File: config.mk
export PLATFORM = sky130hd
export DESIGN_NAME = serial_add_ctrl
export DESIGN_NICKNAME = d
export VERILOG_FILES = /design/src/rtl/serial_add_defs.sv /design/src/rtl/fa_bit.sv /design/src/rtl/serial_add_ctrl.sv
export SDC_FILE = /design/constraint.sdc
export NUM_CORES = 1
export LEC_CHECK = 0
export ABC_AREA = 0
export CORE_MARGIN = 4
export CORE_UTILIZATION = 35
export CTS_CLUSTER_DIAMETER = 80
export DETAILED_ROUTE_END_ITERATION = 7
export SLEW_MARGIN = 20
export SYNTH_ARGS = -nofsm -noshare
export SYNTH_HDL_FRONTEND = slang
export SYNTH_HIERARCHICAL = 1
export SYNTH_SLANG_ARGS = --single-unit
export TNS_END_PERCENT = 5
File: constraint.sdc
create_clock -name clk -period 3.7 [get_ports clk]
set_input_delay 0.555 -clock clk [delete_from_list [all_inputs] [get_ports clk]]
set_output_delay 0.555 -clock clk [all_outputs]
set_load 0.03 [all_outputs]
File: src/rtl/serial_add_defs.sv
// rtl/serial_add_defs.sv - shared state encoding and operand limits for the bit-serial adder
package serial_add_defs;

    // Controller states. Encoding 2'd3 is unused and recovers to ST_IDLE.
    typedef enum logic [1:0] {
        ST_IDLE = 2'd0,
        ST_RUN  = 2'd1,
        ST_DONE = 2'd2
    } state_e;

    // Supported operand widths.
    localparam int WIDTH_MIN = 2;
    localparam int WIDTH_MAX = 32;

    // Bit-counter width for a given operand width (at least one bit).
    function automatic int cnt_width(input int width);
        return (width > 1) ? $clog2(width) : 1;
    endfunction

endpackage

File: src/rtl/fa_bit.sv
// rtl/fa_bit.sv - combinational 1-bit full adder built from two half-adder stages
//
// Ports:
//   x, y  in   addend bits
//   ci    in   carry-in
//   s     out  sum bit
//   co    out  carry-out
module fa_bit (
    input  logic x,
    input  logic y,
    input  logic ci,
    output logic s,
    output logic co
);

    logic w_hs1_s;
    logic w_hs1_c;
    logic w_hs2_c;

    // First half adder: x + y
    assign w_hs1_s = x ^ y;
    assign w_hs1_c = x & y;

    // Second half adder: partial sum + carry-in
    assign s       = w_hs1_s ^ ci;
    assign w_hs2_c = w_hs1_s & ci;

    // At most one half adder can generate a carry, so OR merges them
    assign co      = w_hs1_c | w_hs2_c;

endmodule

File: src/rtl/serial_add_ctrl.sv
// rtl/serial_add_ctrl.sv - bit-serial adder controller, one bit per clock, LSB first
//
// Ports:
//   clk    in   clock, rising edge
//   rst_n  in   asynchronous active-low reset
//   start  in   request, sampled only in ST_IDLE / ST_DONE
//   a, b   in   WIDTH-bit operands, captured on the accepted start edge
//   cin    in   carry-in, captured on the accepted start edge
//   busy   out  high while the add is running
//   done   out  one-cycle pulse, sum/cout valid
//   sum    out  WIDTH-bit result, held until the next completion
//   cout   out  carry-out of the MSB, held with sum
module serial_add_ctrl
    import serial_add_defs::*;
#(
    parameter int WIDTH = 8
) (
    input  logic             clk,
    input  logic             rst_n,
    input  logic             start,
    input  logic [WIDTH-1:0] a,
    input  logic [WIDTH-1:0] b,
    input  logic             cin,
    output logic             busy,
    output logic             done,
    output logic [WIDTH-1:0] sum,
    output logic             cout
);

    localparam int              CNT_W    = cnt_width(WIDTH);
    localparam logic [CNT_W-1:0] CNT_LAST = CNT_W'(WIDTH - 1);
    localparam logic [CNT_W-1:0] CNT_ONE  = CNT_W'(1);

    state_e           r_state;
    state_e           w_next_state;

    logic [WIDTH-1:0] r_a_sr;
    logic [WIDTH-1:0] r_b_sr;
    logic [WIDTH-1:0] r_sum_sr;
    logic             r_carry;
    logic [CNT_W-1:0] r_cnt;
    logic [WIDTH-1:0] r_sum;
    logic             r_cout;

    logic             w_accept;
    logic             w_running;
    logic             w_last;
    logic             w_s;
    logic             w_c;
    logic [WIDTH-1:0] w_sum_shift;

    // The single shared full-adder cell
    fa_bit u_fa_bit (
        .x  (r_a_sr[0]),
        .y  (r_b_sr[0]),
        .ci (r_carry),
        .s  (w_s),
        .co (w_c)
    );

    // A request is only taken when not running; ST_DONE accepts back-to-back.
    assign w_accept    = start && ((r_state == ST_IDLE) || (r_state == ST_DONE));
    assign w_running   = (r_state == ST_RUN);
    assign w_last      = w_running && (r_cnt == CNT_LAST);
    // New sum bit enters at the MSB; after WIDTH shifts bit 0 lands at LSB.
    assign w_sum_shift = {w_s, r_sum_sr[WIDTH-1:1]};

    // State register
    always_ff @(posedge clk or negedge rst_n) begin
        if (!rst_n) begin
            r_state <= ST_IDLE;
        end else begin
            r_state <= w_next_state;
        end
    end

    // Next-state and status outputs
    always_comb begin
        w_next_state = ST_IDLE;
        busy         = 1'b0;
        done         = 1'b0;
        case (r_state)
            ST_IDLE: begin
                w_next_state = start ? ST_RUN : ST_IDLE;
            end
            ST_RUN: begin
                busy         = 1'b1;
                w_next_state = (r_cnt == CNT_LAST) ? ST_DONE : ST_RUN;
            end
            ST_DONE: begin
                done         = 1'b1;
                w_next_state = start ? ST_RUN : ST_IDLE;
            end
            default: begin
                // Illegal encoding: fall back to idle, outputs stay inactive
                w_next_state = ST_IDLE;
            end
        endcase
    end

    // Datapath: operand shifters, carry, bit counter and result registers
    always_ff @(posedge clk or negedge rst_n) begin
        if (!rst_n) begin
            r_a_sr   <= '0;
            r_b_sr   <= '0;
            r_sum_sr <= '0;
            r_carry  <= 1'b0;
            r_cnt    <= '0;
            r_sum    <= '0;
            r_cout   <= 1'b0;
        end else if (w_accept) begin
            r_a_sr   <= a;
            r_b_sr   <= b;
            r_sum_sr <= '0;
            r_carry  <= cin;
            r_cnt    <= '0;
        end else if (w_running) begin
            r_a_sr   <= r_a_sr >> 1;
            r_b_sr   <= r_b_sr >> 1;
            r_sum_sr <= w_sum_shift;
            r_carry  <= w_c;
            if (w_last) begin
                // Counter is left at its final value rather than wrapping
                r_sum  <= w_sum_shift;
                r_cout <= w_c;
            end else begin
                r_cnt  <= r_cnt + CNT_ONE;
            end
        end
    end

    assign sum  = r_sum;
    assign cout = r_cout;

endmodule
==> results of run 1 <==
[logic make-up (layout without fill, tap and decap cells)]
logic type / Yosys count / in the layout / synth area share (%)
flops: 38 / 38 / 47.6
simple gates: 10 / 10 / 3.07
buf+inv: 11 / 42 / 4.63
fa+ha+maj: 3 / 3 / 2.25
mux: 64 / 64 / 35.9
compound gates: 15 / 15 / 6.57
[final cells by class]
cell class | count | area [um2]
Clock buffer | 5 | 68.8
Sequential cell | 38 | 951
Fill cell | 525 | 3140
Tap cell | 72 | 90.1
Timing Repair Buffer | 34 | 325
Inverter | 1 | 3.75
Clock inverter | 2 | 10.0
Multi-Input combinational cell | 92 | 956
[synthesized netlist by cell type, types with 2 or more instances]
cell / number
ha_1: 2
dfrtp_1: 38
o211a_1: 3
nand3_1: 2
a22o_1: 7
buf_4: 2
buf_6: 3
mux2i_1: 47
nor2b_1: 3
buf_2: 4
mux2_4: 15
nor3b_1: 2
mux2_2: 2
o21ai_1: 2
a311o_1: 2
[routing by layer]
| metal | share of wire, % | global-route usage [%] | vias to the layer above |
|---|---|---|---|
| met2 | 47 | 16.2 | 28 |
| met1 | 47 | 13.6 | 571 |
| li1 | - | - | 585 |
| met4 | 0.54 | 3.36 | 0 |
| met5 | 0 | 0 | - |
| met3 | 4.8 | 3.16 | 2 |
[metrics by stage]
stage	area (um2)	cells	util, %	hold WS (ns)	setup WS, ns
6_report	2400	244	43.4	0.377	1.26
3_3_place_gp	2330	237	42.0	0.494	1.41
5_1_grt	2400	244	43.4	0.442	1.11
3_5_place_dp	2330	237	42.0	0.495	1.34
4_1_cts	2400	244	43.4	0.408	1.23
2_1_floorplan	2000	141	-	0.259	1.94
[how the worst max path moves through the flow]
stage / slack (ns) / from / to
final: 1.26 / r_state[1] / done
after global placement: 1.41 / start / r_cnt[0]
after floorplan: 1.94 / r_state[0] / busy
after CTS: 1.23 / r_state[1] / done
after detailed placement: 1.34 / start / r_cnt[0]
after global routing: 1.11 / r_state[1] / done
[worst reg2reg max path: cells and delay by family, from the launching register on]
family | cells | cell delay (ns)
and+or+nand+nor | 1 | 0.51
muxes | 1 | 0.48
adders and majority gates | 2 | 0.41
DFF | 1 | 0.40
[sequential cells by signal, indices dropped and copies added (netlist names)]
register and count:
cout 1, r_a_sr 8, r_b_sr 8, r_carry 1
r_cnt 3, r_state 2, r_sum_sr 7, sum 8
[power groups by stage]
| stage | clock network [uW] | logic (uW) | registers [uW] |
|---|---|---|---|
| after floorplan | 0 | 593 | 777 |
| after global placement | 0 | 831 | 720 |
| after detailed placement | 0 | 857 | 731 |
| after CTS | 276 | 860 | 724 |
| after global routing | 291 | 919 | 749 |
| final | 264 | 845 | 722 |
==> impl_metrics.py, run 1 <==
metrics = {
    "critical_path": {
        "cp.arrival_ns": 1.88,
        "critPathCaptureType": "output pin",
        "worstPathRequired_ns": 3.14,
        "r2r-end": "sum[2]",
        "crit_type": "reg -> out",
        "crit_cells": 3,
        "cpPeakStageDelay_ns": 0.68,
        "timing.rr.start": "r_cnt[0]",
        "critPathSlowestCell": "clkdlybuf4s50_1",
        "start_kind": "flop",
        "r2r_cells": 4,
        "critical_path.top_delay_family": "buffers and inverters",
        "path_cells": "buf_4 -> nor2b_1 -> clkdlybuf4s50_1",
        "worst-r2r-setup-slack_ns": 1.78,
        "path_max_fanout": 31,
        "path_buf_inv": 2,
    },
    "die": {
        "die_area_um2": 6990,
        "die_y_um": 83.6,
        "rows": 27,
        "dieWidth_um": 83.6,
        "start_util_pct": 36.1,
        "ioPinCount": 31,
        "core_um2": 5540,
    },
    "route": {
        "drtIter0Drc": 30,
        "vias_per_cell": 4.86,
        "drt-total-wl_um": 3490,
        "num_vias": 1186,
        "routedWlPerCell_um": 14.3,
        "drc": 0,
        "antenna_left": 0,
        "drt_pass1_iterations": 2,
    },
    "clock_network": {
        "clk_pin_slew_ns": 0.07,
        "cts_max_level": 2,
        "cts_setup_buffers": 0,
        "insertion_delay_ns": 0.28,
        "numCtsBuffers": 5,
        "cts_resized": 0,
        "ctsHoldBuffers": 0,
        "cts_max_path_buffers": 2,
        "clkSinkCount": 38,
        "root_buffer": "clkbuf_8",
        "cts_tree": "yes",
    },
    "timing": {
        "worst_pin_slew_ns": 0.843,
        "post-route-period-util_pct": 65.9,
        "drv_slew": 0,
        "finalCriticalPeriod_ns": 2.44,
        "setup-tns-final_ns": 0,
        "setup-violations-final": 0,
        "max-slew-margin-rel_pct": 43.8,
        "finClkSkew_ns": 0.00915,
        "clock.fmax_mhz": 410,
        "rsz0062_at_grt": "false",
        "finalHoldViolCount": 0,
    },
    "synthesis": {
        "syn-num-nets": 164,
        "netlist_area_um2": 2000,
        "yosysSeqAreaShare_pct": 47.6,
        "synth_edf_count": 0,
        "synth_top_cell_by_area": "dfrtp_1",
        "synth.area.top_cells": "dfrtp_1 48%, mux2i_1 24%, mux2_4 11%",
        "async_reset_ff_share_pct": 100,
        "yosysTopAreaCellShare_pct": 47.6,
        "synth_top_flop_cell": "dfrtp_1",
        "avgSynthCellArea_um2": 14.2,
        "yosysUniqueCellTypes": 22,
        "syn-instance-count": 141,
        "synth_seq_cells": 38,
        "yosysWarnings": 6,
    },
    "power": {
        "power.internal_uw": 1180,
        "combPwrFrac_pct": 46.1,
        "power.leakage_uw": 0.00118,
        "power_uw": 1830,
        "power.density_nw_per_um2": 761,
        "power.switching_uw": 650,
        "sequentialPowerShare_pct": 39.4,
        "pwr-share-clk_pct": 14.4,
        "ir_drop_mv": 0.298,
        "swShare_pct": 35.5,
    },
    "grt": {
        "globalRouteOverflowTotal": 0,
        "gr-usage-all-layers_pct": 10.3,
        "grt_pass1_wl_um": 5980,
        "antenna_found_initial": 0,
        "grt_pass1_vias": 1246,
        "grt_max_degree": 39,
    },
    "finish": {
        "drive_gt1_share_pct": 17.4,
        "antenna_cells": 0,
        "layout_commonest_cell": "mux2i_1",
        "layout_common_cells": "47 x mux2i_1, 38 x dfrtp_1, 29 x clkdlybuf4s50_1, 15 x mux2_4, 7 x a22o_1",
        "num-nets-final": 195,
        "area_delta_synth_final_pct": 20.3,
    },
    "placement": {
        "port_buffers": 30,
        "hpwlAfterDp_um": 2420,
        "gp_congestion": 0.728,
    },
    "run_status": {
        "outcome": "finished, final reports clean",
    },
    "worst_hold_path": {
        "holdCritPathClass": "in -> async",
    },
    "run": {
        "cap_violations": 0,
    },
}
Note: power is estimated with default switching activity, not from simulation.
==> run 2: changes to the inputs <==
==> constraint.sdc (replaced) <==
create_clock -name clk -period 2.2 [get_ports clk]
set_input_delay 0.33 -clock clk [delete_from_list [all_inputs] [get_ports clk]]
set_output_delay 0.33 -clock clk [all_outputs]
set_load 0.03 [all_outputs]
==> run 2 against run 1 <==
Compared with the run above: clock skew is 0.00058 ns lower; hold slack got worse by 0.23 ns; clock power is 86% higher; highest routed layer unchanged; final cell count rose by 0.82%; combinational power up 69%; utilization is 0.27 points higher; largest cell class unchanged.
==> impl_metrics.py, run 2 (synthesis results as in run 1) <==
metrics = {
    "critical_path": {
        "worst-r2r-setup-slack_ns": 0.40,
        "crit_type": "reg -> reg",
        "cp.arrival_ns": 1.96,
        "crit_path_start": "r_cnt[0]",
        "timing.rr.start": "r_cnt[0]",
        "worstPathRequired_ns": 2.36,
        "critPathCaptureType": "flop",
        "start_kind": "flop",
        "path_max_fanout": 7,
    },
    "grt": {
        "grt_pass1_vias": 1375,
        "antenna_found_initial": 0,
        "grt_pass1_wl_um": 6540,
        "globalRouteOverflowTotal": 0,
        "grt_max_degree": 39,
        "gr-usage-all-layers_pct": 11.3,
    },
    "finish": {
        "layout_common_cells": "47 x mux2i_1, 38 x dfrtp_1, 27 x clkdlybuf4s50_1, 15 x mux2_4",
        "layout.cells.non_filler": 246,
        "drive_gt1_share_pct": 19.0,
        "num-nets-final": 196,
        "layout_commonest_cell": "mux2i_1",
        "final_util_pct": 43.7,
        "antenna_cells": 0,
        "area_delta_synth_final_pct": 21.0,
        "fillers": 513,
    },
    "die": {
        "dieWidth_um": 83.6,
        "die_area_um2": 6990,
        "ioPinCount": 31,
        "die_y_um": 83.6,
        "core_um2": 5540,
        "start_util_pct": 36.1,
        "rows": 27,
    },
    "clock_network": {
        "cts_setup_buffers": 0,
        "clk_pin_slew_ns": 0.08,
        "insertion_delay_ns": 0.28,
        "cts_resized": 0,
        "clkSinkCount": 38,
        "cts_max_level": 2,
        "cts_tree": "yes",
        "ctsHoldBuffers": 0,
        "numCtsBuffers": 5,
        "cts_max_path_buffers": 2,
        "root_buffer": "clkbuf_8",
    },
    "placement": {
        "dp_cells": 238,
        "hpwlAfterDp_um": 2480,
        "port_buffers": 30,
        "gp_congestion": 0.694,
    },
    "timing": {
        "finalHoldViolCount": 0,
        "post-route-period-util_pct": 81.9,
        "rsz0062_at_grt": "false",
        "clock.fmax_mhz": 555,
        "max-slew-margin-rel_pct": 43.3,
        "drv_slew": 0,
        "worst_pin_slew_ns": 0.850,
        "setup-tns-final_ns": 0,
        "finClkSkew_ns": 0.00857,
        "setup-violations-final": 0,
        "finalCriticalPeriod_ns": 1.80,
    },
    "route": {
        "vias_per_cell": 5.19,
        "drc": 0,
        "routedWlPerCell_um": 15.0,
        "antenna_left": 0,
        "drt-total-wl_um": 3690,
        "num_vias": 1276,
        "drt_pass1_iterations": 4,
        "drtIter0Drc": 55,
    },
    "worst_hold_path": {
        "holdCritPathClass": "in -> async",
    },
    "power": {
        "power_uw": 3140,
        "ir_drop_mv": 0.564,
        "power.density_nw_per_um2": 1300,
        "power.leakage_uw": 0.00119,
    },
    "run_status": {
        "outcome": "finished, final reports clean",
    },
    "run": {
        "cap_violations": 0,
    },
}
==> run 2: cell types whose count changed in the layout (fill, tap and decap cells not counted), sizes merged <==
cell / change
clkbuf: +2
buf: +3
clkinv: -1
clkdlybuf4s50: -2
==> run 2: path summary, 6_finish.rpt <==
| check | end | cells past startpoint |
|---|---|---|
| setup / recovery | sum[4] | 5 |
| hold / removal | sum[0] | 1 |
| setup reg to reg | sum[4] | 5 |
| hold reg to reg | sum[3] | 1 |
| max in group asynchronous | r_a_sr[5] | 1 |
| min in group clk | sum[3] | 1 |
==> run 2: per-layer routing <==
metal | GRT usage (%) | vias up | routed length [um]
met5 | 0 | - | 0
met4 | 3.95 | 0 | 59
met3 | 3.16 | 8 | 164
met2 | 18.4 | 33 | 1830
met1 | 14.4 | 649 | 1640
li1 | - | 586 | -
==> run 2: metrics by stage <==
| step | worst slack, ns | cell area (um2) | hold WS [ns] |
|---|---|---|---|
| after floorplan | 0.668 | 2000 | 0.0344 |
| after global placement | 0.518 | 2330 | 0.476 |
| after detailed placement | 0.433 | 2330 | 0.495 |
| after CTS | 0.394 | 2420 | 0.174 |
| after global routing | 0.321 | 2420 | 0.234 |
| final | 0.398 | 2420 | 0.145 |
==> run 2: cell type report <==
cell class	instances	area (um2)	share of cell area, %
clock buffer	7	86.3	3.57
tap	72	90.1	3.72
sequential	38	951	39.3
timing repair buffer	35	328	13.5
inverter	1	3.75	0.155
multi-input combinational	92	956	39.5
clock inverter	1	5.00	0.207
==> run 2: where the power goes <==
part           internal (uW)  switching, uW  total, uW
Combinational            783            647       1430
Sequential               991            232       1220
Clock                    253            237        490
==> run 2: worst max-delay path, cell delays in order (launching register included) <==
cell and delay [ns]:
dfrtp_1 0.42, ha_1 0.23, ha_1 0.25, nand3b_1 0.22
buf_4 0.24, mux2_4 0.31
==> run 3: changes to the inputs <==
==> constraint.sdc (replaced) <==
create_clock -name clk -period 1.8 [get_ports clk]
set_input_delay 0.27 -clock clk [delete_from_list [all_inputs] [get_ports clk]]
set_output_delay 0.27 -clock clk [all_outputs]
set_load 0.03 [all_outputs]
==> run 3 against run 2 <==
Compared with the run above: critical path depth unchanged; die area is the same; final area grew 1.8%; first-iteration DRC count shrank 78%; utilization is 0.77 points higher; register-to-register slack got worse by 0.22 ns; critical endpoint is now sum[1]; largest cell class unchanged.
==> impl_metrics.py, run 3 (synthesis results as in run 1) <==
metrics = {
    "critical_path": {
        "cpPeakStageDelay_ns": 0.42,
        "crit_cells": 5,
        "timing.rr.start": "r_cnt[0]",
        "critPathSlowestCell": "dfrtp_1",
        "worst-r2r-setup-slack_ns": 0.18,
        "critPathMostFrequentCell": "ha_1",
        "path_cells": "ha_1 -> ha_1 -> nand3b_1 -> buf_12 -> mux2_4",
        "crit_type": "reg -> reg",
        "crit_path_start": "r_cnt[0]",
        "path_buf_inv": 1,
        "critical_path.top_delay_family": "adder cells",
        "start_kind": "flop",
        "critPathCaptureType": "flop",
        "cp.arrival_ns": 1.79,
        "setup.worst_path.end": "sum[1]",
        "path_max_fanout": 10,
        "r2r-end": "sum[1]",
        "worstPathRequired_ns": 1.97,
        "r2r_cells": 5,
    },
    "grt": {
        "antenna_found_initial": 0,
        "gr-usage-all-layers_pct": 11.0,
        "grt_pass1_wl_um": 6280,
        "globalRouteOverflowTotal": 0,
        "grt_pass1_vias": 1312,
        "grt_max_degree": 39,
    },
    "power": {
        "power.leakage_uw": 0.00121,
        "power.density_nw_per_um2": 1570,
        "power_uw": 3860,
        "ir_drop_mv": 0.563,
    },
    "placement": {
        "hpwlAfterDp_um": 2590,
        "placed_area_um2": 2370,
        "dp_slack_ns": 0.192,
        "gp_congestion": 0.713,
        "port_buffers": 30,
    },
    "route": {
        "drtIter0Drc": 12,
        "antenna_left": 0,
        "drc": 0,
        "drt-total-wl_um": 3590,
        "routedWlPerCell_um": 14.3,
        "drt_pass1_iterations": 4,
        "num_vias": 1243,
        "vias_per_cell": 4.97,
    },
    "die": {
        "die_area_um2": 6990,
        "start_util_pct": 36.1,
        "die_y_um": 83.6,
        "dieWidth_um": 83.6,
        "rows": 27,
        "core_um2": 5540,
        "ioPinCount": 31,
    },
    "timing": {
        "max-slew-margin-rel_pct": 61.0,
        "setup-tns-final_ns": 0,
        "finalHoldViolCount": 0,
        "setup-violations-final": 0,
        "final.setup.worst_slack_ns": 0.181,
        "rsz0062_at_grt": "false",
        "worst_pin_slew_ns": 0.583,
        "clock.fmax_mhz": 618,
        "drv_slew": 0,
        "post-route-period-util_pct": 90.0,
        "finalCriticalPeriod_ns": 1.62,
        "finClkSkew_ns": 0.00257,
    },
    "finish": {
        "drive_gt1_share_pct": 20.8,
        "fillers": 528,
        "antenna_cells": 0,
        "num-nets-final": 200,
        "layout_commonest_cell": "mux2i_1",
        "layout_common_cells": "47 x mux2i_1, 38 x dfrtp_1, 27 x clkdlybuf4s50_1, 15 x mux2_4, 10 x buf_4",
        "fin_area_um2": 2460,
        "area_delta_synth_final_pct": 23.2,
    },
    "worst_hold_path": {
        "holdCritPathClass": "in -> async",
    },
    "clock_network": {
        "ctsHoldBuffers": 0,
        "cts_setup_buffers": 0,
        "cts_resized": 0,
        "clk_pin_slew_ns": 0.07,
        "cts_max_level": 2,
        "root_buffer": "clkbuf_8",
        "insertion_delay_ns": 0.28,
        "clkSinkCount": 38,
        "numCtsBuffers": 5,
        "cts_tree": "yes",
        "cts_max_path_buffers": 2,
    },
    "run_status": {
        "outcome": "finished, final reports clean",
    },
    "run": {
        "cap_violations": 0,
    },
}
## run 3: worst register-to-register path: stages, from the launching register on
cell and delay [ns]:
dfrtp_1 0.42, ha_1 0.22, ha_1 0.25, nand3b_1 0.16, buf_12 0.16, mux2_4 0.30
## run 3: worst min path at each step
stage           from  endpoint  slack (ns)  cells past startpoint
6_report       rst_n    sum[1]        0.03                      2
5_1_grt        rst_n    sum[1]        0.08                      2
4_1_cts        rst_n  r_cnt[2]        0.05                      2
3_5_place_dp   rst_n    sum[1]        0.36                      2
3_3_place_gp   rst_n    sum[0]        0.35                      2
2_1_floorplan  rst_n      cout       -0.03                      0
## run 3: final cells by class
| type | instances | area [um2] | area share [%] |
|---|---|---|---|
| clock buffers | 7 | 86.3 | 3.51 |
| clock inverters | 1 | 5.00 | 0.203 |
| inverters | 1 | 3.75 | 0.152 |
| multi-input cells | 92 | 956 | 38.8 |
| flip-flops and latches | 38 | 951 | 38.6 |
| well taps | 72 | 90.1 | 3.66 |
| repair buffers | 39 | 370 | 15.0 |
## run 3: per-layer routing
layer	GRT usage [%]	share of wire [%]	wire length [um]	up-vias
met3	3.16	5.2	188	5
met2	18.5	48	1710	27
met4	3.51	0.95	34	0
met5	0	0	0	-
met1	13.6	46	1650	621
li1	-	-	-	590
## run 3: per-stage QoR
step           cells  hold WS, ns  util, %
6_report         250       0.0282     44.4
2_1_floorplan    141      -0.0256        -
3_3_place_gp     242        0.346     42.8
4_1_cts          250       0.0462     44.4
3_5_place_dp     242        0.356     42.8
5_1_grt          250       0.0819     44.4
## run 3: power breakdown
part | internal (uW) | leakage, uW | total (uW) | switching (uW)
combinational | 985 | 0.000675 | 1760 | 773
sequential | 1210 | 0.000491 | 1510 | 296
clock | 309 | 0.0000482 | 593 | 284
total | 2510 | 0.00121 | 3860 | 1350
